**config.mk**
```make
export PLATFORM = sky130hd
export DESIGN_NAME = vram_write_arbiter
export DESIGN_NICKNAME = d
export VERILOG_FILES = /design/src/rtl/vram_pkg.sv /design/src/rtl/vram_port_mux.sv /design/src/rtl/vram_write_arbiter.sv
export SDC_FILE = /design/constraint.sdc
export NUM_CORES = 1
export LEC_CHECK = 0
export ABC_CLOCK_PERIOD_IN_PS = 2300
export CORE_MARGIN = 3
export CORE_UTILIZATION = 40
export CTS_CLUSTER_SIZE = 14
export DETAILED_ROUTE_END_ITERATION = 16
export GPL_ROUTABILITY_DRIVEN = 0
export PLACE_DENSITY = 0.82
export SKIP_LAST_GASP = 1
export SLEW_MARGIN = 10
export SYNTH_ARGS = -nofsm -noshare
export SYNTH_HDL_FRONTEND = slang
export SYNTH_SLANG_ARGS = --single-unit
```
**constraint.sdc**
```tcl
create_clock -name clk -period 2.3 [get_ports clk]
set_clock_uncertainty 0.2 [all_clocks]
set_input_delay 0.46 -clock clk [delete_from_list [all_inputs] [get_ports clk]]
set_output_delay 0.46 -clock clk [all_outputs]
set_load 0.03 [all_outputs]
```
**src/rtl/vram_pkg.sv**
```systemverilog
// Shared types and constants for the VRAM write arbiter and its port mux.
package vram_pkg;

  localparam int unsigned ADDR_W           = 11;
  localparam int unsigned DATA_W           = 8;
  localparam int unsigned VRAM_DEPTH       = 1200;
  localparam int unsigned CLR_TIMEOUT_DFLT = 2047;

  // First cell of the status-text area; the text writer owns cells from here on.
  localparam logic [ADDR_W-1:0] TXT_BASE_ADDR = 11'd120;

  typedef enum logic [2:0] {
    ST_IDLE      = 3'd0,
    ST_CLR_START = 3'd1,
    ST_CLR_BUSY  = 3'd2,
    ST_GRANT_DRW = 3'd3,
    ST_GRANT_TXT = 3'd4
  } arb_state_t;

  typedef enum logic [1:0] {
    SRC_NONE = 2'd0,
    SRC_CLR  = 2'd1,
    SRC_DRW  = 2'd2,
    SRC_TXT  = 2'd3
  } port_sel_t;

endpackage

```
**src/rtl/vram_port_mux.sv**
```systemverilog
// 3:1 select of the clear / drawer / text write ports onto the single VRAM
// write port, with an out-of-range address check on the selected write.
module vram_port_mux
  import vram_pkg::*;
#(
  parameter int unsigned DEPTH = VRAM_DEPTH
) (
  input  port_sel_t          sel,
  input  logic               clr_we,
  input  logic [ADDR_W-1:0]  clr_addr,
  input  logic [DATA_W-1:0]  clr_data,
  input  logic               drw_we,
  input  logic [ADDR_W-1:0]  drw_addr,
  input  logic [DATA_W-1:0]  drw_data,
  input  logic               txt_we,
  input  logic [ADDR_W-1:0]  txt_addr,
  input  logic [DATA_W-1:0]  txt_data,
  output logic               vram_we,
  output logic [ADDR_W-1:0]  vram_addr,
  output logic [DATA_W-1:0]  vram_data,
  output logic               addr_err
);

  logic              sel_we;
  logic [ADDR_W-1:0] sel_addr;
  logic [DATA_W-1:0] sel_data;
  logic              in_range;

  // Route the owning port; with no owner the VRAM port is held at zero.
  always_comb begin
    sel_we   = 1'b0;
    sel_addr = '0;
    sel_data = '0;
    case (sel)
      SRC_CLR: begin
        sel_we   = clr_we;
        sel_addr = clr_addr;
        sel_data = clr_data;
      end
      SRC_DRW: begin
        sel_we   = drw_we;
        sel_addr = drw_addr;
        sel_data = drw_data;
      end
      SRC_TXT: begin
        sel_we   = txt_we;
        sel_addr = txt_addr;
        sel_data = txt_data;
      end
      default: begin
        sel_we   = 1'b0;
        sel_addr = '0;
        sel_data = '0;
      end
    endcase
  end

  assign in_range  = ({{(32-ADDR_W){1'b0}}, sel_addr} < DEPTH);
  // Address and data still pass through on a bad write; only the strobe is blocked.
  assign vram_we   = sel_we & in_range;
  assign vram_addr = sel_addr;
  assign vram_data = sel_data;
  assign addr_err  = sel_we & ~in_range;

endmodule

```
**src/rtl/vram_write_arbiter.sv**
```systemverilog
// Arbitrates the single VRAM write port between the clear engine, the
// tile/map drawer and the status-text writer. Clearing always wins.
//
//   state        | meaning
//   -------------+------------------------------------------------------
//   ST_IDLE      | port unowned, VRAM outputs zero, arbitration point
//   ST_CLR_START | one-cycle clr_start pulse, clear port owns VRAM
//   ST_CLR_BUSY  | waiting for clr_done low-then-high, or timeout
//   ST_GRANT_DRW | drawer owns VRAM until drw_req drops
//   ST_GRANT_TXT | text writer owns VRAM until txt_req drops
module vram_write_arbiter #(
  parameter int unsigned VRAM_DEPTH  = vram_pkg::VRAM_DEPTH,
  parameter int unsigned CLR_TIMEOUT = vram_pkg::CLR_TIMEOUT_DFLT
) (
  input  logic                          clk,
  input  logic                          rst,
  input  logic                          redraw,
  output logic                          clr_start,
  input  logic                          clr_we,
  input  logic [vram_pkg::ADDR_W-1:0]   clr_addr,
  input  logic [vram_pkg::DATA_W-1:0]   clr_data,
  input  logic                          clr_done,
  input  logic                          drw_req,
  input  logic                          drw_we,
  input  logic [vram_pkg::ADDR_W-1:0]   drw_addr,
  input  logic [vram_pkg::DATA_W-1:0]   drw_data,
  output logic                          drw_gnt,
  input  logic                          txt_req,
  input  logic                          txt_we,
  input  logic [vram_pkg::ADDR_W-1:0]   txt_addr,
  input  logic [vram_pkg::DATA_W-1:0]   txt_data,
  output logic                          txt_gnt,
  output logic                          vram_we,
  output logic [vram_pkg::ADDR_W-1:0]   vram_addr,
  output logic [vram_pkg::DATA_W-1:0]   vram_data,
  output logic                          busy,
  output logic                          fault
);

  import vram_pkg::*;

  localparam logic [10:0] TMO_LAST = 11'(CLR_TIMEOUT - 1);

  arb_state_t state;
  arb_state_t state_nxt;
  port_sel_t  port_sel;
  logic       rr_drw_first;
  logic       pending;
  logic       seen_low;
  logic [10:0] tmo_cnt;
  logic       addr_err;
  logic       clr_finish;
  logic       tmo_hit;
  logic       grant_drw_now;

  // A clear only finishes on a rising clr_done seen after it went low.
  assign clr_finish    = (state == ST_CLR_BUSY) && clr_done && seen_low;
  assign tmo_hit       = (state == ST_CLR_BUSY) && !clr_finish && (tmo_cnt >= TMO_LAST);
  assign grant_drw_now = drw_req && (rr_drw_first || !txt_req);

  // State register.
  always_ff @(posedge clk) begin
    if (rst) state <= ST_IDLE;
    else     state <= state_nxt;
  end

  // Next-state logic: clear requests beat draw requests, grants are never preempted.
  always_comb begin
    state_nxt = state;
    case (state)
      ST_IDLE: begin
        if (redraw || pending)  state_nxt = ST_CLR_START;
        else if (grant_drw_now) state_nxt = ST_GRANT_DRW;
        else if (txt_req)       state_nxt = ST_GRANT_TXT;
      end
      ST_CLR_START: state_nxt = ST_CLR_BUSY;
      ST_CLR_BUSY:  if (clr_finish || tmo_hit) state_nxt = ST_IDLE;
      ST_GRANT_DRW: if (!drw_req) state_nxt = ST_IDLE;
      ST_GRANT_TXT: if (!txt_req) state_nxt = ST_IDLE;
      default:      state_nxt = ST_IDLE;
    endcase
  end

  // Outputs decoded from state so reset immediately yields idle outputs.
  always_comb begin
    clr_start = 1'b0;
    drw_gnt   = 1'b0;
    txt_gnt   = 1'b0;
    port_sel  = SRC_NONE;
    case (state)
      ST_CLR_START: begin
        clr_start = 1'b1;
        port_sel  = SRC_CLR;
      end
      ST_CLR_BUSY:  port_sel = SRC_CLR;
      ST_GRANT_DRW: begin
        drw_gnt  = 1'b1;
        port_sel = SRC_DRW;
      end
      ST_GRANT_TXT: begin
        txt_gnt  = 1'b1;
        port_sel = SRC_TXT;
      end
      default: port_sel = SRC_NONE;
    endcase
  end

  assign busy = (state != ST_IDLE);

  // Redraw seen outside IDLE waits here; IDLE always services it, a timeout drops it.
  always_ff @(posedge clk) begin
    if (rst)                              pending <= 1'b0;
    else if (state == ST_IDLE || tmo_hit) pending <= 1'b0;
    else if (redraw)                      pending <= 1'b1;
  end

  // Remember that the clear engine has actually gone busy in this clear.
  always_ff @(posedge clk) begin
    if (rst)                                       seen_low <= 1'b0;
    else if (state == ST_CLR_START)                seen_low <= 1'b0;
    else if (state == ST_CLR_BUSY && !clr_done)    seen_low <= 1'b1;
  end

  // Saturating clear-duration counter, restarted whenever a clear is launched.
  always_ff @(posedge clk) begin
    if (rst)
      tmo_cnt <= '0;
    else if (state == ST_IDLE && state_nxt == ST_CLR_START)
      tmo_cnt <= '0;
    else if (state == ST_CLR_BUSY && tmo_cnt != 11'h7FF)
      tmo_cnt <= tmo_cnt + 11'd1;
  end

  // Round-robin pointer: the requester just granted loses the next tie.
  always_ff @(posedge clk) begin
    if (rst)                                               rr_drw_first <= 1'b1;
    else if (state == ST_IDLE && state_nxt == ST_GRANT_DRW) rr_drw_first <= 1'b0;
    else if (state == ST_IDLE && state_nxt == ST_GRANT_TXT) rr_drw_first <= 1'b1;
  end

  // Sticky fault: out-of-range write or clear engine that never finished.
  always_ff @(posedge clk) begin
    if (rst)                      fault <= 1'b0;
    else if (addr_err || tmo_hit) fault <= 1'b1;
  end

  vram_port_mux #(
    .DEPTH (VRAM_DEPTH)
  ) u_port_mux (
    .sel       (port_sel),
    .clr_we    (clr_we),
    .clr_addr  (clr_addr),
    .clr_data  (clr_data),
    .drw_we    (drw_we),
    .drw_addr  (drw_addr),
    .drw_data  (drw_data),
    .txt_we    (txt_we),
    .txt_addr  (txt_addr),
    .txt_data  (txt_data),
    .vram_we   (vram_we),
    .vram_addr (vram_addr),
    .vram_data (vram_data),
    .addr_err  (addr_err)
  );

endmodule
```
[Word level (Yosys, flattened, before mapping)]
Index checks and enable logic that the tools add are counted.
Storage, ports and cells
  bits in registers: 18
  input bits: 66
  word-level logic and storage cells: 64
Operators by class
  add/sub/neg operators: 1
  order comparisons: 2
  equal/unequal tests: 11
  muxes and demuxes: 16
  bitwise logic cells: 3
  reduce and logical (&&, ||, !) cells: 25
Operators by type and width (count)
  $pmux 11 s3: 1
  $pmux 8 s3: 1
  $mux 3: 6
  $pmux 3 s5: 1
  $add 11x1->11 const B: 1
  $ge 11x11->1 const B: 1
  $lt 11x11->1 const B: 1
  $ne 11x11->1 const B: 1
  $logic_and 1x1->1: 10
  $eq 3x2->1 const B: 3
  $reduce_or 2->1: 4
  $eq 3x1->1 const B: 2
  $eq 3x3->1 const B: 2
  $pmux 2 s3: 1
  $logic_or 1x1->1: 5
  $mux 1: 5
  $eq 2x2->1 const B: 2
  $logic_not 1->1: 3
  $logic_not 3->1: 1
  $pmux 1 s3: 1
  $reduce_bool 3->1: 1
  $and 1x1->1: 2
  $eq 2x1->1 const B: 1
  $reduce_bool 2->1: 1
  $not 1->1: 1

[Longest topological paths before layout]
Gate-level depths: netlist (run 1).
  word-level depth: 13
  gate-level depth with buffers: 7
  mapped depth without buffers: 7

[Cells and area by module]
From an unflattened synthesis (run 1), not the netlist that was laid out.
Unflattened totals
  cell total of the unflattened synthesis: 171
  area total of the unflattened synthesis: 1510.2 um^2
By module, submodules not included
  vram_write_arbiter: times used 1, cells an instance 116, area each 993.5 um^2
  vram_port_mux: times used 1, cells an instance 55, area each 516.7 um^2

[Worst setup path before layout (run 1)]
OpenSTA, ideal clock, no wires.
  path type: register to output
  start: register state[0]
  end: output vram_we
  arrival time: 1928 ps
  data required time: 1640 ps
  path slack: -288 ps
  cell stages (with the launch flop): 8
  path buffers: 2
  cell sequence: dfxtp_1 -> buf_6 -> buf_6 -> mux2i_1 -> o211ai_1 -> nor2_1 -> o21ai_1 -> a21oi_1
On the way
  cells in the longest elaborated chain, start to end: 7
  elaborated cells on any way between the ends: 13
  classes of those cells: order compare (1); eq/ne (7); mux (3); bitwise (1); reduce/logical (1)
Ends and longest elaborated chain
  start: declaration: RTL line vram_write_arbiter.sv:44  | arb_state_t state;
  start signal: assignment: RTL line vram_write_arbiter.sv:64  | else state <= state_nxt;
  $eq 3x2->1 / $eq 3x1->1 (equally long branches): RTL line vram_write_arbiter.sv:90  | case (state)
  $reduce_or 2->1 (no source line)
  $pmux 2 s3 (*): RTL line vram_write_arbiter.sv:90
  $eq 2x2->1 / $eq 2x1->1 (equally long branches): RTL line vram_port_mux.sv:34  | case (sel)
  $pmux 11 s3 (*): RTL line vram_port_mux.sv:34
  named net vram_addr, one bit: RTL line vram_write_arbiter.sv:34  | output logic [vram_pkg::ADDR_W-1:0] vram_addr,
  $lt 11x11->1 (*): RTL line vram_port_mux.sv:58  | assign in_range = ({{(32-ADDR_W){1'b0}}, sel_addr} < DEPTH);
  $and 1x1->1 (*): RTL line vram_port_mux.sv:60  | assign vram_we = sel_we & in_range;
  end: declaration: RTL line vram_write_arbiter.sv:33  | output logic vram_we,
Mark *: on every way through the listed nets, which the timed path passes. The rest lies on a longest branch.

[Final worst setup path (run 1)]
  start: register state[0]
  end: output vram_we
On the way
  cells in the longest elaborated chain, start to end: 7
  elaborated cells on any way between the ends: 13
  classes of those cells: order compare (1); eq/ne (7); mux (3); bitwise (1); reduce/logical (1)
Ends and longest elaborated chain (RTL line)
  $eq 3x2->1 / $eq 3x1->1 (equally long branches): vram_write_arbiter.sv:90
  $reduce_or 2->1 (no source line)
  $pmux 2 s3 (*): vram_write_arbiter.sv:90
  $eq 2x2->1 / $eq 2x1->1 (equally long branches): vram_port_mux.sv:34
  $pmux 11 s3: vram_port_mux.sv:34
  $lt 11x11->1: vram_port_mux.sv:58
  $and 1x1->1 (*): vram_port_mux.sv:60
Every way passes the cells marked *; elsewhere a longest branch is shown, timed or not.

==> summary.md, run 1 <==
| Metric | Value |
|---|---|
| RSZ-0062 raised after global routing | `yes` |
| Antenna violations before repair | `0` |
| Status | `finished with violations` |
| PnR worst setup slack | `-0.1766 ns` |
| Worst flop-to-flop path endpoint | `fault` |
| Die Ht | `71.06 um` |
| Req. time, crit path | `1.64 ns` |
| Compound-Gate Fraction of Synth Area | `24.02%` |
| Hold path start | `seen_low` |
| DRT Pass-1 Iters | `4` |
| Avg Inst Size Synth | `8.258 um2` |
| Crit. End Element | `primary output` |
| Post-synth EDFFs | `0` |
| Fin cells | `364` |
| CTS Buf Count | `3` |
| Fin nets | `384` |
| Reg2Reg Depth | `7` |
| Async SR Flop Fraction | `0%` |
| # hold bufs at CTS | `0` |
| Post-Synth XOR/XNOR Area | `4.139%` |
| Crit-path max FO | `14` |
| Critical setup path kind | `register to primary output` |
| CTS tree | `done` |
| Violated checks | `setup timing` |
| Crit path DAT | `1.82 ns` |
| Fin util | `72.52%` |
| Mux cell area share after synthesis | `13.30%` |
| Core Area | `4029 um2` |
| Pin count of the biggest net entering global routing | `20` |
| Clk buf depth | `2` |
| Flop2flop setup slack | `0.17 ns` |
| Final WL | `5765 um` |
| Post-synth top flop | `dfxtp_1` |
| Seq/Total Area, Yosys | `21.29%` |
| Synth Instances | `205` |
| Post-Synth Adder-Cell Area | `1.478%` |
| Min-delay worst type | `register to register` |
| Rows | `23` |
| Latest clock arrival within the worst-skew pair | `0.26 ns` |
| Pre-CTS setup slack | `-0.4805 ns` |
| Reg2Reg Launch Point | `state[0]` |
| Diode count | `0` |
| Post-route minimum period | `2.477 ns` |
| CP Launch Type | `register` |
| Final hold viol count | `0` |
| Gr ovfl total | `0` |
| Simple-gate portion of the synthesized area | `28.75%` |
| Clk slew on worst S/H paths | `0.06 ns` |
| Max rail drop VDD | `0.4583 mV` |
| Actual slew at the worst max-slew pin | `0.4059 ns` |
| Iter 0 DRT Violations | `124` |
| Synth unique cells | `49` |
| Hold Crit Depth | `2` |
| Sequential Area | `371.6 um2` |
| Initial Util | `42.02%` |
| Slew Limit Fails | `0` |
| Root buffer cell | `clkbuf_8` |
| Die ar. | `5049 um2` |
| Final setup violation count | `17` |
| First-pass GRT wire length | `8914 um` |
| Post-DP HPWL | `4242 um` |
| Hold Slack | `0.3012 ns` |
| WL/cell | `15.84 um` |
| Antenna-violating nets left | `0` |
| Max-cap violations | `0` |
| Area growth syn-to-layout | `72.58%` |
| Fill cells | `313` |
| Clk sinks | `18` |
| Slew HR | `72.94%` |
| H-tree depth | `1` |
| Net count after synthesis | `273` |
| Total track usage | `21.66%` |
| Largest family of logic cells by synthesized area | `simple AND/OR/NAND/NOR gates` |
| I/O pins | `91` |
| Placed cells | `350` |
| Layout cells sized above 1 | `33.76%` |
| Syn Std Cell Area | `1693 um2` |
| Total number of vias | `1977` |
| Die width | `71.06 um` |
| Yosys warns | `0` |
| Vias/cell | `5.431` |
| Fin crit share | `107.7%` |
| Multi-input gate area in the final layout | `1308 um2` |
| PwrDens | `630.8 nW/um2` |
| Port Buffer Count | `90` |
| Vias in the first global route | `1809` |
| Post-route DRC | `0` |
| Hold endpoint | `seen_low` |
| F_max | `403.8 MHz` |
| Pleak | `1.143 nW` |
| Synth Register Bits | `18` |
power by group:
group          total [mW]  internal [mW]  switching, mW
clock               0.218          0.117          0.101
sequential          0.375          0.341         0.0343
combinational        1.25          0.614          0.636
stage by stage:
step | instance area, um2 | power [mW] | setup TNS, ns
6_report | 2922 | 1.843 | -1.892
4_1_cts | 2786 | 1.746 | -1.568
2_1_floorplan | 1703 | 1.045 | -0.1252
3_5_place_dp | 2663 | 1.465 | -1.398
3_3_place_gp | 2663 | 1.453 | -1.154
5_1_grt | 2922 | 1.940 | -2.970
worst max-delay path: stages, from the launching register on:
cell and delay, ns:
dfxtp_4 0.41, buf_12 0.16, mux2i_1 0.24, o211ai_1 0.17
nor2_1 0.21, o21ai_2 0.09, a21oi_2 0.13, buf_6 0.14
layout make-up:
| type | instances | share of cell area [%] |
|---|---|---|
| repair buffers | 122 | 38.33 |
| well taps | 50 | 2.141 |
| clock buffers | 3 | 1.413 |
| multi-input cells | 166 | 44.75 |
| inverters | 5 | 0.6424 |
| flip-flops and latches | 18 | 12.72 |
cells in the mapped netlist (2+ instances only):
library cell   n  area share [%]
nand4_1        2            0.74
clkbuf_1       3            0.67
and3_1         4             1.5
o21a_1         2            0.89
nor2_1        15             3.3
inv_1          4            0.89
o211ai_1       3             1.3
buf_6          4             2.7
and2_1         3             1.1
nand2b_1       2            0.74
dfxtp_1       18              21
nand3_1        5             1.5
a31oi_1        4             1.5
nor2_2         4             1.5
nor3_1         7             2.1
ha_1           2             1.5
a21oi_1        4             1.2
mux2i_1        9             5.3
buf_2          8             2.4
xor2_1         6             3.1
nand4bb_1      6             4.0
xnor2_1        2             1.0
o21ai_0       14             4.1
a21o_1         3             1.3
a22oi_1       12             5.3
mux2_2        12             8.0
o211ai_2       3             2.2
nand2_1       19             4.2
or4bb_1        5             3.3
repair_timing:
item / 4_1_cts / 5_1_grt
pin swaps: 11 / 6
setup buffers: 8 / 4
resized for setup: 17 / 24
setup endpoints to repair: 22 / 19
worst max path at each step:
stage	start	slack, ns	end	depth (start not counted)
global route	state[0]	-0.29	vram_we	7
floorplan	state[0]	-0.13	vram_we	7
CTS	state[2]	-0.17	vram_we	6
detailed placement	clr_addr[4]	-0.48	vram_we	7
finish	state[0]	-0.18	vram_we	7
global placement	clr_addr[4]	-0.43	vram_we	7
cell usage in the layout, fill, tap and decap left out, types with 8 or more instances in the layout:
cell / count
a22oi_2: 8
buf_4: 47
clkdlybuf4s50_1: 61
dfxtp_1: 15
mux2_2: 12
mux2i_1: 9
nand2_1: 19
nor2_1: 15
o21ai_1: 12
sequential cells by signal (all words and copies together), names as in the netlist:
| signal | count |
|---|---|
| tmo_cnt | 11 |
| state | 3 |
| fault | 1 |
| pending | 1 |
| rr_drw_first | 1 |
| seen_low | 1 |
layer usage:
metal  global-route usage (%)  vias up  share of wire (%)
met5                        0        -                  0
met4                    7.098        0                1.8
met3                    4.403       14                6.4
met2                    32.65       59                 47
met1                    30.80      921                 45
li1                         -      983                  -
cells by family after synthesis:
logic type / after synthesis
compound gates: 54
xor+xnor: 8
fa+ha+maj: 2
buf+inv: 21
flops: 18
mux: 21
simple gates: 81
Note: power is estimated with default switching activity, not from simulation.
==> run 2, diff against run 1 <==
Settings changed: TNS_END_PERCENT set to 50.
==> summary.md, run 2 (synthesis gave the netlist of run 1 again) <==
| Metric | Value |
|---|---|
| Antenna violations before repair | `0 (unchanged)` |
| # hold bufs at CTS | `0 (unchanged)` |
| Total number of vias | `1952 (was 1977)` |
| Pleak | `1.108 nW (was 1.143 nW)` |
| Antenna-violating nets left | `0 (unchanged)` |
| Req. time, crit path | `1.64 ns (about the same)` |
| Vias in the first global route | `1771 (was 1809)` |
| First-pass GRT wire length | `8652 um (was 8914 um)` |
| Crit-path max FO | `7 (was 14)` |
| Initial Util | `42.02% (unchanged)` |
| Post-route minimum period | `2.524 ns (was 2.477 ns)` |
| H-tree depth | `1 (unchanged)` |
| Root buffer cell | `clkbuf_8 (unchanged)` |
| Fin nets | `382 (was 384)` |
| Post-route DRC | `0 (unchanged)` |
| Post-DP HPWL | `4169 um (was 4242 um)` |
| Max FFs per register | `11 (unchanged)` |
| Min-delay worst type | `register to register (unchanged)` |
| Crit path DAT | `1.86 ns (was 1.82 ns)` |
| Actual slew at the worst max-slew pin | `0.4227 ns (was 0.4059 ns)` |
| Multi-input gate area in the final layout | `1229 um2 (was 1308 um2)` |
| Clk sinks | `18 (unchanged)` |
| Worst path max stage delay | `0.52 ns (was 0.41 ns)` |
| Critical-path cell list | `clkbuf_2 > or4bb_1 > o211ai_2 > a21oi_2 > o21ai_1 > a21oi_2 > buf_6 (was buf_12 > mux2i_1 > o211ai_1 > nor2_1 > o21ai_2 > a21oi_2 > buf_6)` |
| Iter 0 DRT Violations | `112 (was 124)` |
| Die width | `71.06 um (unchanged)` |
| CTS tree | `done (unchanged)` |
| Biggest regs | `tmo_cnt (11), state (3) (unchanged)` |
| WL/cell | `14.98 um (was 15.84 um)` |
| Violated checks | `setup timing (unchanged)` |
| DRT Pass-1 Iters | `4 (unchanged)` |
| Latest clock arrival within the worst-skew pair | `0.25 ns (was 0.26 ns)` |
| Diode count | `0 (unchanged)` |
| Die ar. | `5049 um2 (unchanged)` |
| Pin count of the biggest net entering global routing | `19 (was 20)` |
| Reg2Reg Depth | `7 (unchanged)` |
| CP max stage cell | `or4bb_1 (was dfxtp_4)` |
| CTS Buf Count | `3 (unchanged)` |
| Crit. End Element | `primary output (unchanged)` |
| Die Ht | `71.06 um (unchanged)` |
| Clk slew on worst S/H paths | `0.07 ns (was 0.06 ns)` |
| Largest Register | `tmo_cnt (unchanged)` |
| RSZ-0062 raised after global routing | `yes (unchanged)` |
| Gr ovfl total | `0 (unchanged)` |
| Slew HR | `71.82% (was 72.94%)` |
| Total track usage | `20.80% (was 21.66%)` |
| Max-cap violations | `0 (unchanged)` |
| Fin cells | `362 (was 364)` |
| Status | `finished with violations (unchanged)` |
| Placed cells | `352 (was 350)` |
| Hold Slack | `0.2922 ns (was 0.3012 ns)` |
| Commonest cells after routing, fill and taps aside | `clkdlybuf4s50_1 (61), buf_4 (49), nand2_1 (19), nor2_1 (15), dfxtp_1 (15) (was clkdlybuf4s50_1 (61), buf_4 (47), nand2_1 (19), nor2_1 (15), dfxtp_1 (15))` |
| PnR worst setup slack | `-0.2243 ns (was -0.1766 ns)` |
| Max rail drop VDD | `0.5043 mV (was 0.4583 mV)` |
| Slew Limit Fails | `0 (unchanged)` |
| Fill cells | `317 (was 313)` |
| Commonest non-fill, non-tap cell in the layout | `clkdlybuf4s50_1 (unchanged)` |
| Vias/cell | `5.392 (was 5.431)` |
| Critical setup path kind | `register to primary output (unchanged)` |
| Top cell by count, worst path | `a21oi_2` |
| PwrDens | `623.2 nW/um2 (was 630.8 nW/um2)` |
| CP Launch Type | `register (unchanged)` |
| Clk buf depth | `2 (unchanged)` |
| Final WL | `5422 um (was 5765 um)` |
| Layout cells sized above 1 | `29.49% (was 33.76%)` |
| Worst Setup EP | `vram_we (unchanged)` |
| Rows | `23 (unchanged)` |
| Sequential Area | `371.6 um2 (unchanged)` |
| F_max | `396.2 MHz (was 403.8 MHz)` |
| Worst flop-to-flop path endpoint | `fault (unchanged)` |
| Fin crit share | `109.8% (was 107.7%)` |
| I/O pins | `91 (unchanged)` |
| Core Area | `4029 um2 (unchanged)` |
| Reg2Reg Launch Point | `state[0] (unchanged)` |
| Flop2flop setup slack | `0.16 ns (was 0.17 ns)` |
| Port Buffer Count | `90 (unchanged)` |
| Final setup violation count | `16 (was 17)` |
| Critical Path Source | `state[1] (was state[0])` |
| Area growth syn-to-layout | `65.11% (was 72.58%)` |
| Final hold viol count | `0 (unchanged)` |
==> run 2: power by group <==
group          total [mW]  internal, mW  switching (mW)
sequential          0.374         0.340          0.0338
combinational        1.15         0.562           0.589
clock               0.217         0.116           0.100
==> run 2: worst min-delay path by stage <==
stage | from | end | cells past startpoint | slack [ns]
2_1_floorplan | rr_drw_first | rr_drw_first | 2 | 0.26
3_3_place_gp | fault | fault | 2 | 0.26
3_5_place_dp | fault | fault | 2 | 0.27
4_1_cts | fault | fault | 2 | 0.29
5_1_grt | fault | fault | 2 | 0.32
6_report | fault | fault | 2 | 0.29
==> run 2: final cells by class <==
cell class,count,area share [%]
Tap cell,50,2.238
Inverter,5,0.6714
Timing Repair Buffer,120,38.36
Multi-Input combinational cell,166,43.96
Clock buffer,3,1.477
Sequential cell,18,13.29
==> run 2: timing repair <==
action,in CTS,in global routing
setup buffers,4,3
setup endpoints to repair,22,19
gates resized for setup,16,3
pin swaps,10,0
==> run 2: metrics by stage <==
step	utilization (%)	power, mW	cell area, um2	setup WS, ns	TNS [ns]
2_1_floorplan	-	1.041	1698	-0.1658	-0.4198
3_3_place_gp	66.34	1.449	2673	-0.4270	-1.119
3_5_place_dp	66.34	1.463	2673	-0.4677	-1.448
4_1_cts	68.66	1.721	2766	-0.1881	-1.298
5_1_grt	69.38	1.841	2795	-0.2769	-2.702
6_report	69.38	1.742	2795	-0.2243	-1.229
==> run 2: worst max-delay path, delay by kind of cell (launching register included) <==
family	cells	cell delay, ns
flops	1	0.37
simple gates	1	0.52
buf+inv	2	0.29
compound gates	4	0.41
==> run 2: layer usage <==
layer / routed length (um) / vias up / part of all wire [%] / global-route usage, %
li1: - / 978 / - / -
met1: 2488 / 894 / 46 / 30.95
met2: 2502 / 74 / 46 / 31.72
met3: 368 / 6 / 6.8 / 2.415
met4: 63 / 0 / 1.2 / 5.428
met5: 0 / - / 0 / 0
==> run 3, diff against run 2 <==
Settings changed: CAP_MARGIN set to 5.
==> results of run 3 <==
Same layout as run 2: the final DEF is identical, and so are final timing and power.
